<file path="src/rtl/wb_core_bridge_pkg.sv">
// wb_core_bridge_pkg: FSM states, the full-word byte-enable constant and the byte-merge helper.
package wb_core_bridge_pkg;
  typedef enum logic [2:0] {IDLE, READ, RMW, WRITE, ACK, ERR} state_t;
  localparam logic [3:0] SEL_FULL = 4'hF;
  function automatic logic [31:0] byte_merge(input logic [31:0] old_w, input logic [31:0] new_w, input logic [3:0] sel);
    logic [31:0] m;
    for (int i = 0; i < 4; i++) m[8*i +: 8] = sel[i] ? new_w[8*i +: 8] : old_w[8*i +: 8];
    return m;
  endfunction
endpackage

</file>
<file path="src/rtl/wb_core_bridge_if.sv">
// core_io: register-core side of the bridge; the bridge drives it through modport out.
interface core_io #(parameter int REGS = 3);
  logic                 clk;
  logic                 reset;
  logic [31:0]          data_in;
  logic [REGS-1:0]      write_en;
  logic [REGS-1:0]      read_en;
  logic [REGS-1:0][31:0] data_out;
  logic                 irq_out;
  modport out (output clk, reset, data_in, write_en, read_en, input data_out, irq_out);
  modport core (input clk, reset, data_in, write_en, read_en, output data_out, irq_out);
endinterface

</file>
<file path="src/rtl/wb_core_bridge.sv">
// wb_core_bridge: Wishbone slave to register core, with read-modify-write for partial writes.
// Define WB_CORE_BRIDGE_ERR_EN to answer out-of-range addresses with wb_err_o instead of an ack.
module wb_core_bridge
  import wb_core_bridge_pkg::*;
#(
  parameter int REGS         = 3,
  parameter int ADDRESSWIDTH = $clog2(REGS)
) (
  input  logic                    clk,
  input  logic                    reset,
  input  logic                    wb_cyc_i,
  input  logic                    wb_stb_i,
  input  logic                    wb_we_i,
  input  logic [ADDRESSWIDTH-1:0] wb_adr_i,
  input  logic [31:0]             wb_dat_i,
  input  logic [3:0]              wb_sel_i,
  output logic [31:0]             wb_dat_o,
  output logic                    wb_ack_o,
  output logic                    wb_err_o,
  output logic                    irq_o,
  core_io.out                     io
);
  state_t                  state_q, state_d;
  logic [ADDRESSWIDTH-1:0] adr_q, adr_d;
  logic [31:0]             dat_q, dat_d, rdat_q, rdat_d;
  logic [3:0]              sel_q, sel_d;
  logic                    irq_q;
  logic                    oor;
  logic [REGS-1:0]         onehot;
`ifdef WB_CORE_BRIDGE_ERR_EN
  localparam state_t OOR_ST = ERR;
  assign wb_err_o = state_q == ERR && wb_cyc_i;
`else
  localparam state_t OOR_ST = ACK;
  assign wb_err_o = 1'b0;
`endif
  assign oor         = 32'(wb_adr_i) >= REGS;
  assign onehot      = REGS'(1) << adr_q;
  assign io.clk      = clk;
  assign io.reset    = reset;
  // every core-facing and bus-facing strobe is gated by cyc so an abort is silent
  assign io.write_en = (state_q == WRITE && wb_cyc_i) ? onehot : '0;
  assign io.read_en  = (state_q == READ && wb_cyc_i) ? onehot : '0;
  assign io.data_in  = (state_q == WRITE && wb_cyc_i) ? dat_q : '0;
  assign wb_ack_o    = state_q == ACK && wb_cyc_i;
  assign wb_dat_o    = wb_ack_o ? rdat_q : '0;
  assign irq_o       = irq_q;
  always_comb begin
    state_d = state_q;
    adr_d   = adr_q;
    dat_d   = dat_q;
    sel_d   = sel_q;
    rdat_d  = rdat_q;
    if (state_q != IDLE && !wb_cyc_i) state_d = IDLE;
    else
      case (state_q)
        IDLE: if (wb_cyc_i && wb_stb_i) begin
          adr_d   = wb_adr_i;
          dat_d   = wb_dat_i;
          sel_d   = wb_sel_i;
          rdat_d  = '0;
          state_d = oor ? OOR_ST : !wb_we_i ? READ : wb_sel_i == SEL_FULL ? WRITE : wb_sel_i == 4'h0 ? ACK : RMW;
        end
        READ: begin
          rdat_d  = io.data_out[adr_q];
          state_d = ACK;
        end
        RMW: begin
          dat_d   = byte_merge(io.data_out[adr_q], dat_q, sel_q);
          state_d = WRITE;
        end
        WRITE:   state_d = ACK;
        default: state_d = IDLE;
      endcase
  end
  always_ff @(posedge clk or posedge reset)
    if (reset) begin
      state_q <= IDLE;
      adr_q   <= '0;
      dat_q   <= '0;
      sel_q   <= '0;
      rdat_q  <= '0;
      irq_q   <= 1'b0;
    end else begin
      state_q <= state_d;
      adr_q   <= adr_d;
      dat_q   <= dat_d;
      sel_q   <= sel_d;
      rdat_q  <= rdat_d;
      irq_q   <= io.irq_out;
    end
endmodule
</file>
<file path="src/flat_wrapper.sv">
// flat-port wrapper written by rule: the top's interface ports become plain ports
module wb_core_bridge_flat import wb_core_bridge_pkg::*;
#(
  parameter int REGS         = 3,
  parameter int ADDRESSWIDTH = $clog2(REGS)
)
  (clk, reset, wb_cyc_i, wb_stb_i, wb_we_i, wb_adr_i, wb_dat_i, wb_sel_i, wb_dat_o, wb_ack_o, wb_err_o, irq_o, io_clk, io_reset, io_data_in, io_write_en, io_read_en, io_data_out, io_irq_out);
  core_io #(.REGS(REGS)) io_i ();
  input  logic clk;
  input  logic reset;
  input  logic wb_cyc_i;
  input  logic wb_stb_i;
  input  logic wb_we_i;
  input  logic [ADDRESSWIDTH-1:0] wb_adr_i;
  input  logic [31:0] wb_dat_i;
  input  logic [3:0] wb_sel_i;
  output logic [31:0] wb_dat_o;
  output logic wb_ack_o;
  output logic wb_err_o;
  output logic irq_o;
  output wire logic [$bits(io_i.clk)-1:0] io_clk;
  output wire logic [$bits(io_i.reset)-1:0] io_reset;
  output wire logic [$bits(io_i.data_in)-1:0] io_data_in;
  output wire logic [$bits(io_i.write_en)-1:0] io_write_en;
  output wire logic [$bits(io_i.read_en)-1:0] io_read_en;
  input wire logic [$bits(io_i.data_out)-1:0] io_data_out;
  input wire logic [$bits(io_i.irq_out)-1:0] io_irq_out;
  assign io_clk = io_i.clk;
  assign io_reset = io_i.reset;
  assign io_data_in = io_i.data_in;
  assign io_write_en = io_i.write_en;
  assign io_read_en = io_i.read_en;
  assign io_i.data_out = io_data_out;
  assign io_i.irq_out = io_irq_out;
  wb_core_bridge #(.REGS(REGS), .ADDRESSWIDTH(ADDRESSWIDTH)) u_core (.clk(clk), .reset(reset), .wb_cyc_i(wb_cyc_i), .wb_stb_i(wb_stb_i), .wb_we_i(wb_we_i), .wb_adr_i(wb_adr_i), .wb_dat_i(wb_dat_i), .wb_sel_i(wb_sel_i), .wb_dat_o(wb_dat_o), .wb_ack_o(wb_ack_o), .wb_err_o(wb_err_o), .irq_o(irq_o), .io(io_i));
endmodule
</file>
<file path="config.mk">
export PLATFORM = sky130hd
export DESIGN_NAME = wb_core_bridge_flat
export DESIGN_NICKNAME = d
export VERILOG_FILES = /design/src/rtl/wb_core_bridge_pkg.sv /design/src/rtl/wb_core_bridge_if.sv /design/src/rtl/wb_core_bridge.sv /design/src/flat_wrapper.sv
export SDC_FILE = /design/constraint.sdc
export NUM_CORES = 1
export LEC_CHECK = 0
export ABC_AREA = 1
export BUFFER_PORTS_ARGS = -buffer_cell sky130_fd_sc_hd__clkbuf_2
export CORE_UTILIZATION = 45
export DETAILED_ROUTE_END_ITERATION = 16
export GPL_ROUTABILITY_DRIVEN = 0
export GPL_TIMING_DRIVEN = 0
export PLACE_DENSITY = 0.88
export SLEW_MARGIN = 25
export SYNTH_ARGS = -nofsm -noshare
export SYNTH_HDL_FRONTEND = slang
export SYNTH_SLANG_ARGS = --single-unit
</file>
<file path="constraint.sdc">
create_clock -name clk -period 5.1 [get_ports clk]
set_input_delay 1.02 -clock clk [delete_from_list [all_inputs] [get_ports clk]]
set_output_delay 1.02 -clock clk [all_outputs]
set_load 0.03 [all_outputs]
</file>
==> metrics.cfg <==
[worst_setup_path]
cp.arrival_ns=3.06
critPathLaunchType=clock port
worstPathRequired_ns=4.08
worstPathMaxFanout=2
critical_path_class=clk -> out
cp-end-kind=output pin

[clock_network]
holdBufCountCts=0
insertion_delay_ns=0.46
post_cts_buffers=0
cts_resized=0
clk_pin_slew_worst_paths_ns=0.08
cts_tree=built

[detailed_routing]
viasPerCell=4.89
drtPass1Iterations=5
drt_wl_total_um=15700
drc=0
num_vias=5364
postRouteAntennaNets=0
initialDrtViolationCount=318
wl_per_cell_um=14.3

[floorplanning]
die_width_um=104
start_util_pct=46.9
dieArea_um2=10700
row_count=36
ios=215
die_h_um=104
design.core.area_um2=9910

[finish]
nFillCells=959
num-nets-final=1100
area_delta_synth_final_pct=32.6
utilization_pct=62.2
antenna_cells=0
drive_gt1_share_pct=30.8

[power]
ir_drop_mv=0.225
pwr-share-seq_pct=37.8
p_int_mw=1.30
clkPwrFrac_pct=29.1
p_comb_share_pct=33.1
switchingPower_uw=797
sw_frac_of_total_pct=38.1
power_leakage_nw=3.59
power_mw=2.09
p_per_area_nw_per_um2=340

[synthesis]
synth_mux_area_share_pct=0
synth_top_area_cell=dfrtp_1
ys_types=25
synth_top_family_by_area=simple AND/OR/NAND/NOR gates
postSynthCellCount=732
synthesis.area_um2=4650
synth-xor-area-share_pct=0
ys_ff_latch=74
synth_top_area_share_pct=39.8
ys_warn_count=0
synthSimpleGateAreaFrac_pct=44.4
synth_fa_ha_area_share_pct=0
yosys-top-cells-area=dfrtp_1 40%, nand2_1 24%, nand3_1 7.4%
ys_seq_area_share_pct=39.8
syn_avg_cell_area_um2=6.35
syn-num-nets=872
synth-compound-area-share_pct=5.00

[placement]
io_buffers=213
hpwlAfterDp_um=11900

[flow_run]
maxCapViolations=0

[global_route]
grt_pass1_vias=5183
gr-total-overflow=0
grt_pass1_wl_um=25500
grt_usage_pct=30.4
antenna_found_initial=0
grt_max_degree=40

[timing]
setup_tns_ns=0
rsz0062_at_grt=false
finalSetupViolCount=0
skew_ns=0.0142
timing.final.max_slew_violations=0
worst_pin_slew_ns=0.603
finalHoldViolCount=0
slew_headroom_pct=59.8

[worst_hold_path]
min_path_type=reg -> reg

[run_status]
outcome=completed

## worst max-delay path, cell delays in order
cell	delay, ns
clkbuf_8	0.11
clkbuf_8	0.12
buf_4	0.12
clkbuf_2	0.17
## stage by stage
| step | cells | hold WS, ns | setup WS, ns | instance area [µm²] |
|---|---|---|---|---|
| after global placement | 1078 | 0.463 | 1.26 | 5880 |
| after floorplan | 732 | 0.449 | 1.39 | 4650 |
| after CTS | 1098 | 0.486 | 1.02 | 6160 |
| after detailed placement | 1079 | 0.466 | 1.26 | 5910 |
| after global routing | 1098 | 0.499 | 1.01 | 6160 |
| final | 1098 | 0.486 | 1.02 | 6160 |
## routing by layer
layer	track usage, %	vias up	wire (µm)
li1	-	2665	-
met1	37.4	2426	6620
met2	52.1	247	7520
met3	6.61	26	1270
met4	11.3	0	347
met5	0	-	0
## layout by cell type, fill, tap and decap left out, drive strengths merged
master | synthesis | routed
buf | 29 | 30
dfrtp | 74 | 74
conb | 1 | 1
nand4 | 1 | 1
a21oi | 9 | 9
nand2 | 297 | 297
nor2 | 90 | 90
o21ai | 36 | 36
clkinvlp | 0 | 2
a21boi | 1 | 1
or2 | 32 | 32
clkinv | 0 | 3
clkbuf | 7 | 232
nand3 | 70 | 70
nand3b | 1 | 1
bufinv | 0 | 2
inv | 84 | 84
## flip-flops by register name, summed over array words and instances (netlist names)
register and cells:
u_core.rdat_q 32, u_core.adr_q 2, u_core.irq_o 1, u_core.sel_q 4
u_core.dat_q 32, u_core.state_q 3
## synthesized netlist by cell type
library cell  number
a21boi_0           1
buf_1              5
inv_2              7
o21ai_0           25
nand3_1           69
or2_2             22
buf_6              1
nor2_1            83
nand4_1            1
buf_4              3
conb_1             1
a21oi_1            9
clkbuf_2           1
nand3b_1           1
o21ai_1           11
nor2_4             5
or2_0             10
clkbuf_1           6
nor2_2             2
inv_1             77
dfrtp_1           74
nand3_2            1
nand2_1          296
nand2_2            1
buf_2             20
## kinds of logic after synthesis
kind of cell	Yosys count
DFF	74
other	1
AOI/OAI and AO/OA	46
and+or+nand+nor	491
buffers and inverters	120
## power by group through the flow
stage               clock network (mW)  registers, mW  logic, mW
detailed placement              0.0354          0.800      0.690
global route                     0.642          0.810      0.796
CTS                              0.611          0.791      0.692
finish                           0.609          0.793      0.693
floorplan                       0.0294          0.784      0.479
global placement                0.0354          0.797      0.671
## path summary, 6_finish.rpt
kind | from | slack, ns | cells past startpoint | to
setup / recovery | clk | 1.02 | 4 | io_clk
hold / removal | u_core.dat_q[21] | 0.49 | 2 | u_core.dat_q[21]
setup reg to reg | u_core.state_q[0] | 3.35 | 7 | u_core.dat_q[14]
hold reg to reg | u_core.dat_q[21] | 0.49 | 2 | u_core.dat_q[21]
max in group asynchronous | reset | 3.93 | 3 | u_core.dat_q[21]
min in group asynchronous | reset | 0.58 | 2 | u_core.rdat_q[12]
## final cells by class
cell class / count / area (µm²) / area share (%)
tap: 133 / 166 / 2.70
inverter: 84 / 318 / 5.16
clock inverter: 7 / 93.8 / 1.52
sequential: 74 / 1850 / 30.0
buffer: 36 / 180 / 2.92
clock buffer: 13 / 170 / 2.76
multi-input combinational: 538 / 2300 / 37.4
timing repair buffer: 213 / 1080 / 17.5
Power figures use the tool's default switching activity.
